--- src/rtl/spm_axi_initiator_pkg.sv ---
// Shared types for the SPM AXI initiator: memory op tag for the order tracker
// and the narrow AXI4 request/response channel structs.
package spm_axi_initiator_pkg;

  localparam int unsigned AddrWidth = 48;
  localparam int unsigned DataWidth = 64;
  localparam int unsigned StrbWidth = DataWidth / 8;
  localparam int unsigned IdWidth   = 4;
  localparam int unsigned UserWidth = 1;

  localparam logic [2:0] AxiSize   = 3'($clog2(StrbWidth));
  localparam logic [1:0] BurstIncr = 2'b01;

  typedef enum logic {MemOpRead, MemOpWrite} mem_op_e;

  typedef struct packed {
    logic [IdWidth-1:0]   id;
    logic [AddrWidth-1:0] addr;
    logic [7:0]           len;
    logic [2:0]           size;
    logic [1:0]           burst;
    logic                 lock;
    logic [3:0]           cache;
    logic [2:0]           prot;
    logic [3:0]           qos;
    logic [3:0]           region;
    logic [5:0]           atop;
    logic [UserWidth-1:0] user;
  } aw_chan_t;

  typedef struct packed {
    logic [IdWidth-1:0]   id;
    logic [AddrWidth-1:0] addr;
    logic [7:0]           len;
    logic [2:0]           size;
    logic [1:0]           burst;
    logic                 lock;
    logic [3:0]           cache;
    logic [2:0]           prot;
    logic [3:0]           qos;
    logic [3:0]           region;
    logic [UserWidth-1:0] user;
  } ar_chan_t;

  typedef struct packed {
    logic [DataWidth-1:0] data;
    logic [StrbWidth-1:0] strb;
    logic                 last;
    logic [UserWidth-1:0] user;
  } w_chan_t;

  typedef struct packed {
    logic [IdWidth-1:0]   id;
    logic [1:0]           resp;
    logic [UserWidth-1:0] user;
  } b_chan_t;

  typedef struct packed {
    logic [IdWidth-1:0]   id;
    logic [DataWidth-1:0] data;
    logic [1:0]           resp;
    logic                 last;
    logic [UserWidth-1:0] user;
  } r_chan_t;

  typedef struct packed {
    aw_chan_t aw;
    logic     aw_valid;
    w_chan_t  w;
    logic     w_valid;
    logic     b_ready;
    ar_chan_t ar;
    logic     ar_valid;
    logic     r_ready;
  } axi_req_t;

  typedef struct packed {
    logic    aw_ready;
    logic    ar_ready;
    logic    w_ready;
    logic    b_valid;
    b_chan_t b;
    logic    r_valid;
    r_chan_t r;
  } axi_rsp_t;

endpackage

--- src/rtl/spm_axi_initiator_fifo.sv ---
// Order tracker: remembers whether each issued transaction was a read or a
// write so responses can be returned in grant order.
module spm_axi_initiator_fifo
  import spm_axi_initiator_pkg::*;
#(
  parameter int unsigned Depth = 4
) (
  input  logic    clk_i,
  input  logic    rst_ni,
  input  logic    push,
  input  mem_op_e push_op,
  input  logic    pop,
  output mem_op_e head_op,
  output logic    empty,
  output logic    full
);

  localparam int unsigned PtrW = (Depth > 1) ? $clog2(Depth) : 1;
  localparam int unsigned CntW = $clog2(Depth + 1);

  mem_op_e             mem_q [Depth];
  logic [PtrW-1:0]     wptr_q, rptr_q;
  logic [CntW-1:0]     cnt_q;

  function automatic logic [PtrW-1:0] next_ptr(input logic [PtrW-1:0] p);
    return (p == PtrW'(Depth - 1)) ? '0 : p + 1'b1;
  endfunction

  assign head_op = mem_q[rptr_q];
  assign empty   = (cnt_q == '0);
  assign full    = (cnt_q == CntW'(Depth));

  always_ff @(posedge clk_i or negedge rst_ni) begin
    if (!rst_ni) begin
      wptr_q <= '0;
      rptr_q <= '0;
      cnt_q  <= '0;
    end else begin
      if (push) wptr_q <= next_ptr(wptr_q);
      if (pop)  rptr_q <= next_ptr(rptr_q);
      case ({push, pop})
        2'b10:   cnt_q <= cnt_q + 1'b1;
        2'b01:   cnt_q <= cnt_q - 1'b1;
        default: cnt_q <= cnt_q;
      endcase
    end
  end

  always_ff @(posedge clk_i) begin
    if (push) mem_q[wptr_q] <= push_op;
  end

`ifndef SYNTHESIS
  assert property (@(posedge clk_i) disable iff (!rst_ni) !(pop && empty));
  assert property (@(posedge clk_i) disable iff (!rst_ni) cnt_q <= CntW'(Depth));
`endif

endmodule

--- src/rtl/spm_axi_initiator.sv ---
// Converts an OBI-like single-word request stream into single-beat AXI4
// transactions, returning responses in grant order across reads and writes.
module spm_axi_initiator
  import spm_axi_initiator_pkg::*;
#(
  parameter logic [IdWidth-1:0] AxiId          = '0,
  parameter int unsigned        MaxOutstanding = 4
) (
  input  logic                 clk_i,
  input  logic                 rst_ni,
  input  logic                 mem_req_i,
  output logic                 mem_gnt_o,
  input  logic [AddrWidth-1:0] mem_addr_i,
  input  logic                 mem_we_i,
  input  logic [DataWidth-1:0] mem_wdata_i,
  input  logic [StrbWidth-1:0] mem_strb_i,
  output logic                 mem_rvalid_o,
  output logic [DataWidth-1:0] mem_rdata_o,
  output logic                 mem_err_o,
  output logic                 busy_o,
  output axi_req_t             axi_req_o,
  input  axi_rsp_t             axi_rsp_i
);

  logic    aw_done_q, w_done_q;
  logic    full, empty;
  mem_op_e head_op;
  logic    ar_valid, aw_valid, w_valid, r_ready, b_ready;
  logic    ar_hs, aw_hs, w_hs, r_hs, b_hs;
  logic    rd_gnt, wr_gnt;
  logic    rsp_unused;

  // Request side: once one write channel has completed the slot is implicitly
  // reserved, since the count can only fall until this write is granted.
  assign ar_valid = mem_req_i & ~mem_we_i & ~full;
  assign aw_valid = mem_req_i &  mem_we_i & ~aw_done_q & (~full | w_done_q);
  assign w_valid  = mem_req_i &  mem_we_i & ~w_done_q  & (~full | aw_done_q);

  assign ar_hs = ar_valid & axi_rsp_i.ar_ready;
  assign aw_hs = aw_valid & axi_rsp_i.aw_ready;
  assign w_hs  = w_valid  & axi_rsp_i.w_ready;

  assign rd_gnt    = ar_hs;
  assign wr_gnt    = mem_req_i & mem_we_i & (aw_done_q | aw_hs) & (w_done_q | w_hs);
  assign mem_gnt_o = rd_gnt | wr_gnt;

  always_ff @(posedge clk_i or negedge rst_ni) begin
    if (!rst_ni) begin
      aw_done_q <= 1'b0;
      w_done_q  <= 1'b0;
    end else if (wr_gnt) begin
      aw_done_q <= 1'b0;
      w_done_q  <= 1'b0;
    end else begin
      aw_done_q <= aw_done_q | aw_hs;
      w_done_q  <= w_done_q  | w_hs;
    end
  end

  // Response side: only the channel matching the oldest outstanding op is ready.
  assign r_ready = ~empty & (head_op == MemOpRead);
  assign b_ready = ~empty & (head_op == MemOpWrite);
  assign r_hs    = r_ready & axi_rsp_i.r_valid;
  assign b_hs    = b_ready & axi_rsp_i.b_valid;

  assign mem_rvalid_o = r_hs | b_hs;
  assign mem_rdata_o  = r_hs ? axi_rsp_i.r.data : '0;
  assign mem_err_o    = r_hs ? axi_rsp_i.r.resp[1] : (b_hs & axi_rsp_i.b.resp[1]);
  assign busy_o       = ~empty;

  spm_axi_initiator_fifo #(
    .Depth (MaxOutstanding)
  ) i_order (
    .clk_i   (clk_i),
    .rst_ni  (rst_ni),
    .push    (mem_gnt_o),
    .push_op (mem_we_i ? MemOpWrite : MemOpRead),
    .pop     (mem_rvalid_o),
    .head_op (head_op),
    .empty   (empty),
    .full    (full)
  );

  always_comb begin
    axi_req_o           = '0;
    axi_req_o.aw.id     = AxiId;
    axi_req_o.aw.addr   = mem_addr_i;
    axi_req_o.aw.size   = AxiSize;
    axi_req_o.aw.burst  = BurstIncr;
    axi_req_o.aw_valid  = aw_valid;
    axi_req_o.w.data    = mem_wdata_i;
    axi_req_o.w.strb    = mem_strb_i;
    axi_req_o.w.last    = 1'b1;
    axi_req_o.w_valid   = w_valid;
    axi_req_o.b_ready   = b_ready;
    axi_req_o.ar.id     = AxiId;
    axi_req_o.ar.addr   = mem_addr_i;
    axi_req_o.ar.size   = AxiSize;
    axi_req_o.ar.burst  = BurstIncr;
    axi_req_o.ar_valid  = ar_valid;
    axi_req_o.r_ready   = r_ready;
  end

  assign rsp_unused = ^{axi_rsp_i.b.id, axi_rsp_i.b.resp[0], axi_rsp_i.b.user,
                        axi_rsp_i.r.id, axi_rsp_i.r.resp[0], axi_rsp_i.r.last,
                        axi_rsp_i.r.user};

`ifndef SYNTHESIS
  assert property (@(posedge clk_i) disable iff (!rst_ni)
    mem_req_i && !mem_gnt_o |=> mem_req_i &&
      $stable({mem_we_i, mem_addr_i, mem_wdata_i, mem_strb_i}));
  assert property (@(posedge clk_i) disable iff (!rst_ni)
    ar_valid && !axi_rsp_i.ar_ready |=> ar_valid && $stable(axi_req_o.ar));
  assert property (@(posedge clk_i) disable iff (!rst_ni)
    aw_valid && !axi_rsp_i.aw_ready |=> aw_valid && $stable(axi_req_o.aw));
  assert property (@(posedge clk_i) disable iff (!rst_ni)
    w_valid && !axi_rsp_i.w_ready |=> w_valid && $stable(axi_req_o.w));
`endif

endmodule

--- config.mk ---
export PLATFORM = sky130hd
export DESIGN_NAME = spm_axi_initiator
export DESIGN_NICKNAME = d
export VERILOG_FILES = /design/src/rtl/spm_axi_initiator_pkg.sv /design/src/rtl/spm_axi_initiator_fifo.sv /design/src/rtl/spm_axi_initiator.sv
export SDC_FILE = /design/constraint.sdc
export NUM_CORES = 1
export LEC_CHECK = 0
export CAP_MARGIN = 20
export CORE_AREA = 4 4 202 204
export DETAILED_ROUTE_END_ITERATION = 8
export DIE_AREA = 0 0 206 208
export DONT_BUFFER_PORTS = 1
export PLACE_DENSITY = 0.3
export SLEW_MARGIN = 20
export SYNTH_ARGS = -nofsm -noshare
export SYNTH_HDL_FRONTEND = slang
export SYNTH_SLANG_ARGS = --single-unit
--- constraint.sdc ---
create_clock -name clk_i -period 4 [get_ports clk_i]
set_input_delay 0.4 -clock clk_i [delete_from_list [all_inputs] [get_ports clk_i]]
set_output_delay 0.4 -clock clk_i [all_outputs]
set_load 0.02 [all_outputs]
==> flow_summary.toml, run 1 <==
[route]
num_vias = 1382
viasPerCell = 1.863
routed_wl_um = 8088
drtAntennaViolNets = 0
post_drt_wl_per_cell_um = 10.90
drt_iter0_drc = 27
drc = 0
firstDrtPassIters = 2

[global_route]
antenna_found_initial = 2
met1_usage_pct = 2.778
grt_usage_pct = 3.080
met2_usage_pct = 3.994
grt_busiest_layer = "met2"
grt_remaining_overflow = 0
use_met3_pct = 3.632
grt_pass1_vias = 1214
grt_max_degree = 65
grt_pass1_wl_um = 9328

[placed_design]
dp_hpwl_um = 7226
dpl_cell_area_um2 = 2157
numPortBuffers = 0
place.gp.congestion = 0.6033
dp_cells = 737

[setup_path]
crit_type = "flop to primary output"
crit_required_ns = 3.60
crit_path_max_fanout = 64
critPathLaunchType = "flop"
cp_slowest_stage_delay_ns = 0.62
worstPathArrival_ns = 2.37
slowest_stage = "mux4_2"
path_cells = "mux4_2 -> nor3b_4 -> buf_4 -> and2_1"
end_kind = "primary output"

[clocking]
clk_pin_slew_ns = 0.05
htree_levels = 1
cts.sinks = 13
cts_root_buf = "clkbuf_16"
clock_path_buffers = 2
cts_tree = "built"
clock_latency_ns = 0.24
cts.repair.resized = 0
cts_buffers = 3

[floorplanning]
start_util_pct = 7.888
die_x_um = 206
num_rows = 73
io_pins = 525
die-area_um2 = 42850
coreArea_um2 = 39280
fp.dieH_um = 208

[final_layout]
instances_no_fill = 742
diodes = 0
nets = 433
final_cell_mix = "76 x conb_1, 65 x and2_1, 11 x nor2_1, 9 x dfrtp_1, 8 x inv_1"
utilization_pct = 5.718
fin_area_um2 = 2246
drive_above_1_share_pct = 8.756
final_common_cell = "conb_1"
area_delta_synth_final_pct = -27.50

[yosys]
yosys.area.top_type = "buf_4"
syn_area_per_cell_um2 = 7.923
synthTopCellsByArea = "buf_4 60%, and2_1 13%, dfrtp_1 7.3%"
ys_seq_area_share_pct = 11.15
ys_ff_latch = 13
yosysUniqueCellTypes = 30
syn_area_um2 = 3098
yosys_warnings = 0
synthCells = 391
synth_top_area_share_pct = 60.34

[outcome]
outcome = "finished, final reports clean"

[flow_run]
maxCapViolCount = 0

[sta]
fin_crit_sh_pct = 69.26
fmax_mhz = 361.0
slew_violations = 0
rsz0062_at_grt = "false"
fin_crit_ns = 2.770
finClkSkew_ns = 0.001219
setup_viol = 0
hold_viol_final = 0
worst_pin_slew_ns = 0.8270
fin_setup_tns_ns = 0
relSlewSlack_pct = 44.75

[power]
p_leak_nw = 0.8453
powerDensity_nw_per_um2 = 532.6
peakVddDrop_uv = 272.7
design_power_total_mw = 1.196

[hold_path]
hold_path.class = "primary input to flop"
cells in the mapped netlist, drive strengths merged:
cell type,count
nor2,11
a21oi,3
buf,250
mux2,4
a21o,1
a31o,1
and2,69
nand2,1
nor3,1
dfrtp,9
inv,8
edfxtp,4
xnor2,1
or4b,1
nand3b,1
fa,1
nand3,1
nor3b,4
mux2i,1
ha,6
xor2,2
clkbuf,6
a22o,1
a211oi,1
mux4,1
conb,2
registers in the layout, indices dropped and copies added (netlist names):
| signal | flops |
|---|---|
| i_order.rptr_q | 2 |
| i_order.wptr_q | 2 |
| aw_done_q | 1 |
| w_done_q | 1 |
| i_order.cnt_q | 3 |
| i_order.mem_q | 4 |
routing by layer:
| metal | share of wire [%] | up-vias |
|---|---|---|
| met1 | 27 | 562 |
| met3 | 26 | 43 |
| met5 | 1.7 | - |
| met4 | 3.8 | 4 |
| met2 | 41 | 253 |
| li1 | - | 520 |
worst paths after layout:
path	slack (ns)	depth (start not counted)	endpoint	startpoint
worst max-delay path	1.23	4	mem_rdata_o[54]	i_order.rptr_q[0]
worst min-delay path	0.26	0	i_order.mem_q[3]	mem_we_i
worst max register to register	1.24	9	i_order.cnt_q[2]	i_order.cnt_q[0]
worst min register to register	0.52	1	i_order.cnt_q[2]	i_order.cnt_q[2]
max in group asynchronous	3.13	1	i_order.rptr_q[1]	rst_ni
min in group asynchronous	0.55	1	i_order.wptr_q[1]	rst_ni
what timing repair did:
item | in CTS | in global routing
hold buffers | 1 | 0
buffers inserted | 0 | 0
setup endpoints to repair | 0 | 0
endpoints found under the hold margin | 9 | 0
worst max-delay path, delay by kind of cell, from the launching register on:
kind / cells / cell delay [ns]
AND/OR/NAND/NOR: 2 / 0.63
multiplexers: 1 / 0.62
buffers and inverters: 1 / 0.42
flip-flops: 1 / 0.40
logic make-up (layout without fill, tap and decap cells):
family	Yosys count	in the layout	synth area share, %
adders and majority gates	7	7	3.069
muxes	6	6	2.746
AOI/OAI and AO/OA	7	7	1.818
other	2	76	0.2424
xor gates and xnor gates	3	3	0.8483
buffers and inverters	264	16	62.44
and+or+nand+nor	89	89	17.69
DFF	13	13	11.15
metrics by stage:
stage                     setup slack, ns  hold WS, ns
after floorplan                     1.522       0.1044
after global placement              1.154       0.1047
after detailed placement            1.188       0.1048
after CTS                           1.147       0.2524
after global routing               0.9971       0.2463
final                               1.230       0.2577
layout make-up:
type,count,area (um2)
flip-flops and latches,13,345.3
fillers,4643,37030
multi-input cells,188,1102
repair buffers,4,32.53
well taps,525,656.9
clock buffers,4,78.83
inverters,8,30.03
where the power goes:
group	switching, mW	internal, mW	total [mW]
logic	0.550	0.219	0.769
registers	0.0506	0.188	0.239
clock network	0.0534	0.134	0.188
total	0.654	0.542	1.20
No activity file was read; power rests on OpenSTA's default activity.
==> run 2, diff against run 1 <==
--- a/config.mk
+++ b/config.mk
@@ -5,10 +5,11 @@
 export SDC_FILE = /design/constraint.sdc
 export NUM_CORES = 1
 export LEC_CHECK = 0
+export ABC_AREA = 1
 export CAP_MARGIN = 20
-export CORE_AREA = 4 4 202 204
+export CORE_AREA = 4 4 203 205
 export DETAILED_ROUTE_END_ITERATION = 8
-export DIE_AREA = 0 0 206 208
+export DIE_AREA = 0 0 207 209
 export DONT_BUFFER_PORTS = 1
 export PLACE_DENSITY = 0.3
 export SLEW_MARGIN = 20
==> constraint.sdc (replaced) <==
create_clock -name clk_i -period 2.6 [get_ports clk_i]
set_input_delay 0.26 -clock clk_i [delete_from_list [all_inputs] [get_ports clk_i]]
set_output_delay 0.26 -clock clk_i [all_outputs]
set_load 0.02 [all_outputs]
==> run 2 against run 1 <==
Effect of this change:
- register-to-register slack worse by 0.97 ns
- worst hold slack got worse by 0.14 ns
- combinational power rose by 120%
- critical path depth grew 9
- sequential power rose by 55%
- design area is 27% higher
- non-clock buffer count is 5 higher
- setup slack got worse by 0.96 ns
- total power grew 100%
- clock skew is essentially flat
- sequential cell count unchanged
- clock-buffer cell count stayed put
==> flow_summary.toml, run 2 <==
[outcome]
outcome = "finished, final reports clean"

[sta]
slew_violations = 0
hold_slack_ns = 0.1169
hold_viol_final = 0
worst_pin_slew_ns = 0.7539
fin_crit_ns = 2.332
setup_viol = 0
fmax_mhz = 428.9
relSlewSlack_pct = 49.74
fin_setup_tns_ns = 0
fin_crit_sh_pct = 89.68
finClkSkew_ns = 0.001109
setup_slack_ns = 0.2685
rsz0062_at_grt = "false"

[floorplanning]
io_pins = 525
num_rows = 73
fp.dieH_um = 209
start_util_pct = 9.522
coreArea_um2 = 39460
die-area_um2 = 43260
die_x_um = 207

[setup_path]
end_kind = "flop"
worstPathArrival_ns = 2.44
crit_type = "flop to flop"
ff2ff_setup_slack_ns = 0.27
crit_required_ns = 2.71
critPathLaunchType = "flop"
crit_path_max_fanout = 5

[placed_design]
numPortBuffers = 0
dp_cells = 835
pre_cts_ws_ns = 0.2305
place.gp.congestion = 0.7975
dp_hpwl_um = 8466

[final_layout]
final_cell_mix = "82 x inv_1, 76 x conb_1, 61 x nor2_4, 23 x nand2_1, 13 x nor2_1"
utilization_pct = 7.243
instances_no_fill = 840
final_common_cell = "inv_1"
drive_above_1_share_pct = 25.40
area_delta_synth_final_pct = -23.94
top_register = "i_order.mem_q"
diodes = 0
reg_top3 = "i_order.mem_q: 4 flops, i_order.cnt_q: 3 flops"
nets = 531
largest_reg_flops = 4

[power]
p_sw_share_pct = 61.06
power_switching_mw = 1.460
comb_power_share_pct = 72.4
peakVddDrop_uv = 509.3
p_leak_nw = 1.254
clkPwrFrac_pct = 12.1
internal_power_mw = 0.9308
powerDensity_nw_per_um2 = 836.5
power_frac_seq_pct = 15.5

[clocking]
clock_latency_ns = 0.24
cts.sinks = 13
clk_pin_slew_ns = 0.05
clock_path_buffers = 2
cts_tree = "built"
cts_root_buf = "clkbuf_16"
htree_levels = 1
cts_buffers = 3

[route]
drtAntennaViolNets = 0
drc = 0
firstDrtPassIters = 4
routed_wl_um = 9654
viasPerCell = 2.095
drt_iter0_drc = 40
num_vias = 1760
post_drt_wl_per_cell_um = 11.49

[global_route]
grt_usage_pct = 3.971
grt_max_degree = 61
grt_pass1_vias = 1729
antenna_found_initial = 0
grt_pass1_wl_um = 12900
grt_remaining_overflow = 0

[yosys]
synthTopCellsByCount = "249 x buf_4, 82 x inv_1, 60 x nor2_4, 23 x nand2_1, 13 x nor2_1"
synth_edf_count = 4
yosys.area.top_type = "buf_4"
yosysUniqueCellTypes = 23
async_reset_ff_share_pct = 69.23
synthCells = 484
synth_top_area_share_pct = 49.75
syn_area_um2 = 3757
synthTopCellsByArea = "buf_4 50%, nor2_4 18%, inv_1 8.2%"
yosys_warnings = 0
ys_ff_latch = 13
syn_area_per_cell_um2 = 7.763
yosys.cell_count.top_type = "buf_4"
ys_seq_area_share_pct = 9.191
ys_dominant_reg_cell = "dfrtp_1"

[flow_run]
maxCapViolCount = 0

[hold_path]
hold_path.class = "primary input to flop"
==> run 2: power by group through the flow <==
stage | Sequential [mW] | Clock (mW) | Combinational, mW
after global routing | 0.384 | 0.317 | 1.93
after detailed placement | 0.368 | 0 | 1.77
after CTS | 0.367 | 0.299 | 1.78
after global placement | 0.370 | 0 | 1.78
final | 0.370 | 0.290 | 1.73
after floorplan | 0.350 | 0 | 2.11
==> run 2: cell families after synthesis <==
logic type,Yosys count,synth area share [%]
buffers and inverters,341,61.97
AND/OR/NAND/NOR,111,24.28
flip-flops,13,9.191
AO/OA/AOI/OAI,8,1.365
adder cells (fa/ha/maj),7,2.531
XOR/XNOR,2,0.4663
other,2,0.1999
==> run 2: area by class of cell <==
type	instances	area, um2
flip-flops and latches	13	345.3
well taps	525	656.9
clock buffers	4	78.83
multi-input cells	204	1375
inverters	85	319.1
repair buffers	9	82.58
fillers	4676	36600
==> run 2: worst paths after layout <==
path | to | start | cells after the start
min in group asynchronous | i_order.wptr_q[0] | rst_ni | 1
hold / removal | i_order.mem_q[1] | mem_we_i | 0
setup / recovery | i_order.cnt_q[2] | i_order.cnt_q[1] | 13
max in group asynchronous | i_order.rptr_q[1] | rst_ni | 1
setup reg to reg | i_order.cnt_q[2] | i_order.cnt_q[1] | 13
hold reg to reg | i_order.cnt_q[0] | i_order.cnt_q[0] | 1
==> run 2: layer usage <==
metal	share of wire [%]	routed length (um)	global-route usage, %
met5	0.51	49	0.8899
met2	39	3797	4.692
met1	33	3155	4.102
met3	27	2570	5.390
met4	0.84	81	0.6612
==> run 2: through the flow <==
stage	area (um2)	total power, mW
floorplan	4035	2.463
global placement	2764	2.154
detailed placement	2764	2.140
CTS	2853	2.444
global route	2858	2.633
finish	2858	2.390
==> run 2: worst max-delay path, stage by stage (launching register included) <==
cell and delay (ns):
dfrtp_1 0.42, nor2_4 0.16, nand3_1 0.10, nand3_1 0.08, nand2_1 0.08, nand3_1 0.13
nand2_1 0.08, inv_1 0.14, ha_1 0.17, inv_1 0.07, fa_1 0.38, a21oi_1 0.14
o21ai_0 0.11, xor2_1 0.15
==> run 2: repair_timing <==
item                                   CTS  global route
endpoints found under the hold margin    9             0
setup endpoints to repair                0             1
hold buffers                             1             0
setup buffers                            0             0
resized for setup                        0             1
